File: config.mk
export PLATFORM = sky130hd
export DESIGN_NAME = traffic_control
export DESIGN_NICKNAME = d
export VERILOG_FILES = /design/src/rtl/traffic_control.sv
export SDC_FILE = /design/constraint.sdc
export NUM_CORES = 1
export LEC_CHECK = 0
export ABC_CLOCK_PERIOD_IN_PS = 5800
export CORE_MARGIN = 3
export CORE_UTILIZATION = 54
export DETAILED_ROUTE_END_ITERATION = 10
export PLACE_DENSITY = 0.86
export SETUP_SLACK_MARGIN = 0.05
export SLEW_MARGIN = 10
export SYNTH_ARGS = -nofsm -noshare
export SYNTH_HDL_FRONTEND = slang
export SYNTH_SLANG_ARGS = --single-unit
File: constraint.sdc
create_clock -name clk -period 5.8 [get_ports clk]
set_input_delay 1.45 -clock clk [delete_from_list [all_inputs] [get_ports clk]]
set_output_delay 1.45 -clock clk [all_outputs]
set_load 0.01 [all_outputs]
File: src/rtl/traffic_control.sv
// Four-way round-robin signal controller (N->S->E->W) with demand skipping.
// Optional all-red clearance phase enabled by defining TRAFFIC_CONTROL_ALL_RED_EN.
module traffic_control #(
    parameter int GREEN_TIME  = 8,
    parameter int YELLOW_TIME = 3,
    parameter int ALLRED_TIME = 1
) (
    input  logic       clk,
    input  logic       rst_a,
    input  logic       x1,
    input  logic       x2,
    input  logic       x3,
    input  logic       x4,
    output logic [2:0] n_lights,
    output logic [2:0] s_lights,
    output logic [2:0] e_lights,
    output logic [2:0] w_lights
);

    localparam logic [2:0] LAMP_RED    = 3'b100;
    localparam logic [2:0] LAMP_YELLOW = 3'b010;
    localparam logic [2:0] LAMP_GREEN  = 3'b001;

    localparam logic [7:0] GREEN_LAST  = 8'(GREEN_TIME - 1);
    localparam logic [7:0] YELLOW_LAST = 8'(YELLOW_TIME - 1);

    // Approach indices: 0 = North, 1 = South, 2 = East, 3 = West.
    localparam logic [1:0] DIR_N = 2'd0;
    localparam logic [1:0] DIR_S = 2'd1;
    localparam logic [1:0] DIR_E = 2'd2;
    localparam logic [1:0] DIR_W = 2'd3;

    generate
        if (GREEN_TIME < 1 || GREEN_TIME > 255) begin : g_bad_green
            $error("traffic_control: GREEN_TIME out of range 1..255");
        end
        if (YELLOW_TIME < 1 || YELLOW_TIME > 255) begin : g_bad_yellow
            $error("traffic_control: YELLOW_TIME out of range 1..255");
        end
        if (ALLRED_TIME < 1 || ALLRED_TIME > 255) begin : g_bad_allred
            $error("traffic_control: ALLRED_TIME out of range 1..255");
        end
    endgenerate

`ifdef TRAFFIC_CONTROL_ALL_RED_EN
    localparam logic [7:0] ALLRED_LAST = 8'(ALLRED_TIME - 1);

    typedef enum logic [3:0] {
        NG = 4'd0, NY = 4'd1, SG = 4'd2, SY = 4'd3,
        EG = 4'd4, EY = 4'd5, WG = 4'd6, WY = 4'd7,
        AR = 4'd8
    } state_e;
`else
    typedef enum logic [2:0] {
        NG = 3'd0, NY = 3'd1, SG = 3'd2, SY = 3'd3,
        EG = 3'd4, EY = 3'd5, WG = 3'd6, WY = 3'd7
    } state_e;
`endif

    // Observable FSM status: current state plus phase counter.
    typedef struct packed {
        state_e     state;
        logic [7:0] cnt;
    } fsm_t;

    fsm_t fsm_q, fsm_d;

    logic [3:0] sens;
    logic [1:0] cur_dir;
    logic [1:0] sel_dir;

    assign sens = {x4, x3, x2, x1};

    function automatic logic [1:0] dir_of(input state_e s);
        logic [1:0] d;
        case (s)
            NG, NY:  d = DIR_N;
            SG, SY:  d = DIR_S;
            EG, EY:  d = DIR_E;
            WG, WY:  d = DIR_W;
            default: d = DIR_N;
        endcase
        return d;
    endfunction

    function automatic state_e green_of(input logic [1:0] d);
        state_e s;
        case (d)
            DIR_N:   s = NG;
            DIR_S:   s = SG;
            DIR_E:   s = EG;
            default: s = WG;
        endcase
        return s;
    endfunction

    function automatic state_e yellow_of(input logic [1:0] d);
        state_e s;
        case (d)
            DIR_N:   s = NY;
            DIR_S:   s = SY;
            DIR_E:   s = EY;
            default: s = WY;
        endcase
        return s;
    endfunction

    function automatic logic is_green(input state_e s);
        return (s == NG) || (s == SG) || (s == EG) || (s == WG);
    endfunction

    function automatic logic is_yellow(input state_e s);
        return (s == NY) || (s == SY) || (s == EY) || (s == WY);
    endfunction

    // Priority scan d+1, d+2, d+3, d; no demand at all falls back to d+1.
    function automatic logic [1:0] pick_next(input logic [1:0] d, input logic [3:0] s);
        logic [1:0] c1, c2, c3;
        logic [1:0] r;
        c1 = d + 2'd1;
        c2 = d + 2'd2;
        c3 = d + 2'd3;
        if (s[c1])      r = c1;
        else if (s[c2]) r = c2;
        else if (s[c3]) r = c3;
        else if (s[d])  r = d;
        else            r = c1;
        return r;
    endfunction

`ifdef TRAFFIC_CONTROL_ALL_RED_EN
    // During all-red the state no longer names an approach, so remember it.
    logic [1:0] dir_q;

    always_ff @(posedge clk) begin
        if (rst_a) begin
            dir_q <= DIR_N;
        end else begin
            dir_q <= cur_dir;
        end
    end

    assign cur_dir = (fsm_q.state == AR) ? dir_q : dir_of(fsm_q.state);
`else
    assign cur_dir = dir_of(fsm_q.state);
`endif

    assign sel_dir = pick_next(cur_dir, sens);

    // State register.
    always_ff @(posedge clk) begin
        if (rst_a) begin
            fsm_q.state <= NG;
            fsm_q.cnt   <= '0;
        end else begin
            fsm_q <= fsm_d;
        end
    end

    // Next-state logic.
    always_comb begin
        fsm_d.state = fsm_q.state;
        if (is_green(fsm_q.state)) begin
            if (fsm_q.cnt == GREEN_LAST) begin
                fsm_d.state = yellow_of(cur_dir);
            end
        end else if (is_yellow(fsm_q.state)) begin
            if (fsm_q.cnt == YELLOW_LAST) begin
`ifdef TRAFFIC_CONTROL_ALL_RED_EN
                fsm_d.state = AR;
`else
                fsm_d.state = green_of(sel_dir);
`endif
            end
        end
`ifdef TRAFFIC_CONTROL_ALL_RED_EN
        else if (fsm_q.state == AR) begin
            if (fsm_q.cnt == ALLRED_LAST) begin
                fsm_d.state = green_of(sel_dir);
            end
        end
`endif
        // A re-grant (e.g. EY -> EG) is still a state change and restarts the count.
        fsm_d.cnt = (fsm_d.state != fsm_q.state) ? 8'd0 : fsm_q.cnt + 8'd1;
    end

    // Output decode from registered state only.
    always_comb begin
        n_lights = LAMP_RED;
        s_lights = LAMP_RED;
        e_lights = LAMP_RED;
        w_lights = LAMP_RED;
        case (fsm_q.state)
            NG:      n_lights = LAMP_GREEN;
            NY:      n_lights = LAMP_YELLOW;
            SG:      s_lights = LAMP_GREEN;
            SY:      s_lights = LAMP_YELLOW;
            EG:      e_lights = LAMP_GREEN;
            EY:      e_lights = LAMP_YELLOW;
            WG:      w_lights = LAMP_GREEN;
            WY:      w_lights = LAMP_YELLOW;
            default: ;
        endcase
    end

endmodule

==> flow_metrics.env, run 1 <==
export IMPL_seq_area_frac_synth_pct=24.6
export IMPL_clockBufferDepth=2
export IMPL_slew_headroom_pct=49.5
export IMPL_cts_tree="built"
export IMPL_die_height_um=46.7
export IMPL_io_pins=18
export IMPL_htree_levels=1
export IMPL_drv_slew=0
export IMPL_finalHoldViolCount=0
export IMPL_synth_seq_cells=11
export IMPL_largest_register="fsm_q"
export IMPL_synthArstFlopShare_pct=0
export IMPL_min_period_ns=3.76
export IMPL_status="complete, no violations"
export IMPL_synth_common_cells="nor2_1 (16), dfxtp_1 (11), ha_1 (9)"
export IMPL_synthCells=109
export IMPL_yosysTopAreaCell="dfxtp_1"
export IMPL_synth_top_flop_cell="dfxtp_1"
export IMPL_grt_max_degree=22
export IMPL_hpwl_um=1540
export IMPL_synth_area_um2=895
export IMPL_drv_cap=0
export IMPL_critPathTopFamily="buffers and inverters"
export IMPL_finalSetupTns_ns=0
export IMPL_crit_path_max_incr_delay_ns=0.81
export IMPL_crit_chain="inv_1 -> ha_1 -> inv_1 -> nor4_1 -> clkdlybuf4s50_1"
export IMPL_coreArea_mm2=0.00154
export IMPL_hold_buffers=0
export IMPL_path_buf_inv=3
export IMPL_yosysWarningCount=0
export IMPL_slowest_stage="dfxtp_1"
export IMPL_largest_reg_flops=11
export IMPL_worst_endpoint_required_ns=4.35
export IMPL_cts_root_buf="clkbuf_4"
export IMPL_crit_type="flip-flop to primary output"
export IMPL_io_buffer_count=17
export IMPL_vias_per_cell=6.02
export IMPL_antenna_found_initial=0
export IMPL_grt_usage_pct=21.6
export IMPL_synth_most_common_cell="nor2_1"
export IMPL_power_density_mw_per_mm2=146
export IMPL_synth_edff_count=0
export IMPL_syn_mean_instance_area_um2=8.21
export IMPL_via_count=849
export IMPL_cts_setup_buffers=0
export IMPL_p_total_mw=0.159
export IMPL_cp_max_fo=21
export IMPL_setup_viol=0
export IMPL_rows=14
export IMPL_rsz0062_at_grt="no"
export IMPL_drc=0
export IMPL_n_fill_cell=126
export IMPL_overflow=0
export IMPL_p_leak_nw=0.392
export IMPL_final_nets=141
export IMPL_die_w_um=46.7
export IMPL_tightest_slew_ns=0.756
export IMPL_crit_arrival_ns=2.31
export IMPL_post_drt_wl_per_cell_um=14.4
export IMPL_drt_first_pass_iters=4
export IMPL_grt_first_pass_wirelength_um=3350
export IMPL_wl_um=2030
export IMPL_final_antenna_net_count=0
export IMPL_area_delta_synth_final_pct=21.3
export IMPL_finalCritPeriodShare_pct=64.9
export IMPL_max_freq_mhz=266
export IMPL_place_congestion=0.868
export IMPL_endpoint_kind="primary output"
export IMPL_layout_drive_gt1_share_pct=8.80
export IMPL_synthDistinctLibCells=36
export IMPL_cp_common_cell="inv_1"
export IMPL_clkTransAtPathRegs_ns=0.07
export IMPL_cts_made_buffers=3
export IMPL_clk_latency_ns=0.27
export IMPL_syn_num_nets=124
export IMPL_yosys_area_top_type_share_pct=24.6
export IMPL_hp_class="flip-flop to flip-flop"
export IMPL_r2r_slack_ns=2.99
export IMPL_diodes=0
export IMPL_post_cts_resized=0
export IMPL_synth_area_leaders="dfxtp_1 (25%), ha_1 (13%), nor2_1 (6.7%), mux4_2 (5.0%), nor3_1 (3.9%)"
export IMPL_grt_pass1_vias=774
export IMPL_worstSetupStartpointType="flip-flop"
export IMPL_die_area_mm2=0.00218
export IMPL_place_ws_ns=2.33
export IMPL_setup_ws_ns=2.04
export IMPL_clock_skew_final_ns=0.000723
export IMPL_final_util_pct=70.4
export IMPL_start_util_pct=58.0
export IMPL_ir_drop_v=0.0000945
export IMPL_top_regs="fsm_q: 11 flops"
export IMPL_clock_sinks=11
export IMPL_drt_iter0_drc=32
[worst paths after layout]
path	from	endpoint	cells after the start
max	fsm_q[9]$_SDFF_PP0_	e_lights[0]	5
min	fsm_q[0]$_SDFF_PP0_	fsm_q[0]$_SDFF_PP0_	1
max reg2reg	fsm_q[9]$_SDFF_PP0_	fsm_q[9]$_SDFF_PP0_	6
min reg2reg	fsm_q[0]$_SDFF_PP0_	fsm_q[0]$_SDFF_PP0_	1
[logic make-up (layout without fill, tap and decap cells)]
kind of cell / after synthesis / after routing / share of synthesized area, %
muxes: 5 / 5 / 8.53
AOI/OAI and AO/OA: 18 / 18 / 15.5
buffers and inverters: 14 / 30 / 6.71
xor gates and xnor gates: 6 / 6 / 5.88
adders and majority gates: 9 / 9 / 12.6
DFF: 11 / 11 / 24.6
and+or+nand+nor: 46 / 46 / 26.2
[cell usage in the layout (no fill, tap or decap)]
| cell | count |
|---|---|
| clkdlybuf4s50_1 | 17 |
| nor2_1 | 16 |
| dfxtp_1 | 11 |
| ha_1 | 9 |
| inv_1 | 8 |
| nand2_1 | 8 |
| nor3_1 | 7 |
| nand3_1 | 3 |
| a31o_2 | 3 |
| xnor2_1 | 3 |
| xor2_1 | 3 |
| nand4_1 | 3 |
| clkbuf_4 | 3 |
| nor4_1 | 2 |
| mux4_2 | 2 |
| mux2i_1 | 2 |
| o22ai_1 | 2 |
| o21ai_0 | 2 |
| a22oi_1 | 2 |
| a21oi_1 | 2 |
| clkinv_1 | 1 |
| a211oi_1 | 1 |
| a221o_1 | 1 |
| nor3_2 | 1 |
| nor4b_1 | 1 |
| and2_1 | 1 |
| o311ai_0 | 1 |
| mux2_2 | 1 |
| and4_1 | 1 |
| a2111o_1 | 1 |
| nand3b_1 | 1 |
| nor2b_4 | 1 |
| o211a_1 | 1 |
| or4_1 | 1 |
| o41ai_1 | 1 |
| a311oi_1 | 1 |
| clkbuf_1 | 1 |
[metal layers]
layer  wire length [um]  up-vias  global-route usage (%)  share of wire [%]
li1                   -      427                       -                  -
met1                910      391                    26.3                 45
met2                974       27                    36.0                 48
met3                116        4                    5.08                5.7
met4                 25        0                    9.94                1.2
met5                  0        -                       0                  0
[layout make-up]
cell class,count,area (um2),area share [%]
clock buffer,4,26.3,2.42
inverter,9,33.8,3.11
multi-input combinational,84,614,56.6
tap,16,20.0,1.85
timing repair buffer,17,170,15.7
sequential,11,220,20.3
[power breakdown]
part           total, mW  internal [mW]  switching (mW)  leakage [nW]
clock network     0.0521         0.0266          0.0255        0.0150
logic             0.0256         0.0132          0.0125         0.288
registers         0.0811         0.0777         0.00338        0.0892
[per-stage QoR]
| stage | cells | instance area, um2 | hold WS, ns |
|---|---|---|---|
| 6_report | 141 | 1080 | 0.488 |
| 5_1_grt | 141 | 1080 | 0.530 |
| 4_1_cts | 141 | 1080 | 0.488 |
| 3_5_place_dp | 137 | 1060 | 0.472 |
| 3_3_place_gp | 137 | 1060 | 0.446 |
| 2_1_floorplan | 109 | 895 | 0.430 |
Power figures use the tool's default switching activity.
==> run 2: changes to the inputs <==
--- a/config.mk
+++ b/config.mk
@@ -5,11 +5,11 @@
 export SDC_FILE = /design/constraint.sdc
 export NUM_CORES = 1
 export LEC_CHECK = 0
-export ABC_CLOCK_PERIOD_IN_PS = 5800
+export ABC_CLOCK_PERIOD_IN_PS = 3300
 export CORE_MARGIN = 3
-export CORE_UTILIZATION = 54
+export CORE_UTILIZATION = 45
 export DETAILED_ROUTE_END_ITERATION = 10
-export PLACE_DENSITY = 0.86
+export PLACE_DENSITY = 0.77
 export SETUP_SLACK_MARGIN = 0.05
 export SLEW_MARGIN = 10
 export SYNTH_ARGS = -nofsm -noshare
==> constraint.sdc (replaced) <==
create_clock -name clk -period 3.3 [get_ports clk]
set_input_delay 0.825 -clock clk [delete_from_list [all_inputs] [get_ports clk]]
set_output_delay 0.825 -clock clk [all_outputs]
set_load 0.01 [all_outputs]
==> flow_metrics.env, run 2 (synthesis results as in run 1) <==
export IMPL_status="complete, no violations"
export IMPL_power_density_mw_per_mm2=255
export IMPL_tightest_slew_ns=0.540
export IMPL_clockBufferDepth=2
export IMPL_clock_skew_final_ns=0.00648
export IMPL_place_congestion=0.955
export IMPL_cts_tree="built"
export IMPL_grt_max_degree=16
export IMPL_grt_usage_pct=17.4
export IMPL_ff_latch_area_um2=220
export IMPL_hpwl_um=1480
export IMPL_n_fill_cell=180
export IMPL_largest_register="fsm_q"
export IMPL_cts_root_buf="clkbuf_4"
export IMPL_rows=15
export IMPL_r2r_cells=6
export IMPL_multi_input_area_um2=614
export IMPL_post_cts_resized=0
export IMPL_drv_slew=0
export IMPL_start_util_pct=49.7
export IMPL_hold_buffers=0
export IMPL_area_delta_synth_final_pct=24.3
export IMPL_crit_type="flip-flop to primary output"
export IMPL_final_common_cell="clkdlybuf4s50_1"
export IMPL_worstSetupStartpointType="flip-flop"
export IMPL_diodes=0
export IMPL_layout_drive_gt1_share_pct=11.0
export IMPL_cp_max_fo=7
export IMPL_vias_per_cell=5.59
export IMPL_cts_made_buffers=3
export IMPL_rsz0062_at_grt="no"
export IMPL_final_nets=143
export IMPL_drt_iter0_drc=22
export IMPL_combPwrFrac_pct=16.5
export IMPL_top_regs="fsm_q: 11 flops"
export IMPL_overflow=0
export IMPL_finalHoldViolCount=0
export IMPL_setup_viol=0
export IMPL_placed_area_mm2=0.00108
export IMPL_final_antenna_net_count=0
export IMPL_layout_common_cells="clkdlybuf4s50_1 (17), nor2_1 (16), dfxtp_1 (11)"
export IMPL_dpl_cell_count=148
export IMPL_grt_pass1_vias=770
export IMPL_io_pins=18
export IMPL_hp_class="flip-flop to flip-flop"
export IMPL_final_cells=152
export IMPL_ir_drop_v=0.000182
export IMPL_design_area_mm2=0.00111
export IMPL_clkTransAtPathRegs_ns=0.08
export IMPL_drv_cap=0
export IMPL_whs_path_depth=1
export IMPL_p_leak_nw=0.406
export IMPL_max_freq_mhz=372
export IMPL_finalCritPeriodShare_pct=81.4
export IMPL_wl_um=1930
export IMPL_htree_levels=1
export IMPL_p_total_mw=0.284
export IMPL_die_w_um=50.6
export IMPL_die_height_um=50.6
export IMPL_slew_headroom_pct=63.5
export IMPL_intPower_mw=0.205
export IMPL_post_drt_wl_per_cell_um=12.7
export IMPL_cts_setup_buffers=0
export IMPL_endpoint_kind="primary output"
export IMPL_clock_sinks=11
export IMPL_crit_arrival_ns=1.86
export IMPL_drt_first_pass_iters=4
export IMPL_via_count=850
export IMPL_largest_reg_flops=11
export IMPL_min_period_ns=2.69
export IMPL_grt_first_pass_wirelength_um=3420
export IMPL_p_sw_mw=0.0786
export IMPL_seq_power_share_pct=49.6
export IMPL_coreArea_mm2=0.00180
export IMPL_die_area_mm2=0.00256
export IMPL_io_buffer_count=17
export IMPL_antenna_found_initial=0
export IMPL_finalSetupTns_ns=0
export IMPL_pwr_share_clk_pct=33.9
export IMPL_worst_endpoint_required_ns=2.47
export IMPL_drc=0
export IMPL_switching_share_pct=27.7
export IMPL_clk_latency_ns=0.28
## run 2: changes by cell type in the layout (fill, tap and decap cells not counted)
cell	change
clkinv_2	+1
clkbuf_1	-1
buf_4	+2
## run 2: critical path, stage by stage (launching register included)
cell and delay (ns):
dfxtp_1 0.37, inv_1 0.21, ha_1 0.18, inv_1 0.05
nor4_1 0.18, clkdlybuf4s50_1 0.59
## run 2: layer usage
| layer | up-vias | share of wire (%) | GRT usage (%) |
|---|---|---|---|
| met5 | - | 0 | 0 |
| met1 | 393 | 50 | 23.0 |
| met2 | 20 | 44 | 26.5 |
| met3 | 5 | 3.7 | 3.56 |
| li1 | 432 | - | - |
| met4 | 0 | 1.8 | 8.52 |
## run 2: area by class of cell
cell class              count  share of cell area [%]
well taps                  25                    2.81
clock buffers               3                    2.02
inverters                   9                    3.04
repair buffers             19                    16.6
flip-flops and latches     11                    19.8
multi-input cells          84                    55.2
clock inverters             1                   0.450
## run 2: path summary, 6_finish.rpt
check / slack (ns) / end / start
hold / removal: 0.47 / fsm_q[0]$_SDFF_PP0_ / fsm_q[0]$_SDFF_PP0_
hold reg to reg: 0.47 / fsm_q[0]$_SDFF_PP0_ / fsm_q[0]$_SDFF_PP0_
setup / recovery: 0.61 / e_lights[0] / fsm_q[9]$_SDFF_PP0_
setup reg to reg: 0.95 / fsm_q[9]$_SDFF_PP0_ / fsm_q[10]$_SDFF_PP0_
## run 2: per-stage QoR
stage	util, %	worst slack, ns	hold slack (ns)
after floorplan	-	0.768	0.430
after global placement	60.2	0.567	0.438
after detailed placement	60.2	0.471	0.456
after CTS	61.7	0.600	0.476
after global routing	61.7	0.500	0.496
final	61.7	0.614	0.468
## run 2: power groups by stage
stage,registers [mW],logic (mW),clock network [mW]
6_report,0.141,0.0468,0.0962
5_1_grt,0.142,0.0510,0.109
4_1_cts,0.141,0.0465,0.0998
3_5_place_dp,0.144,0.0464,0
3_3_place_gp,0.144,0.0451,0
2_1_floorplan,0.143,0.0290,0
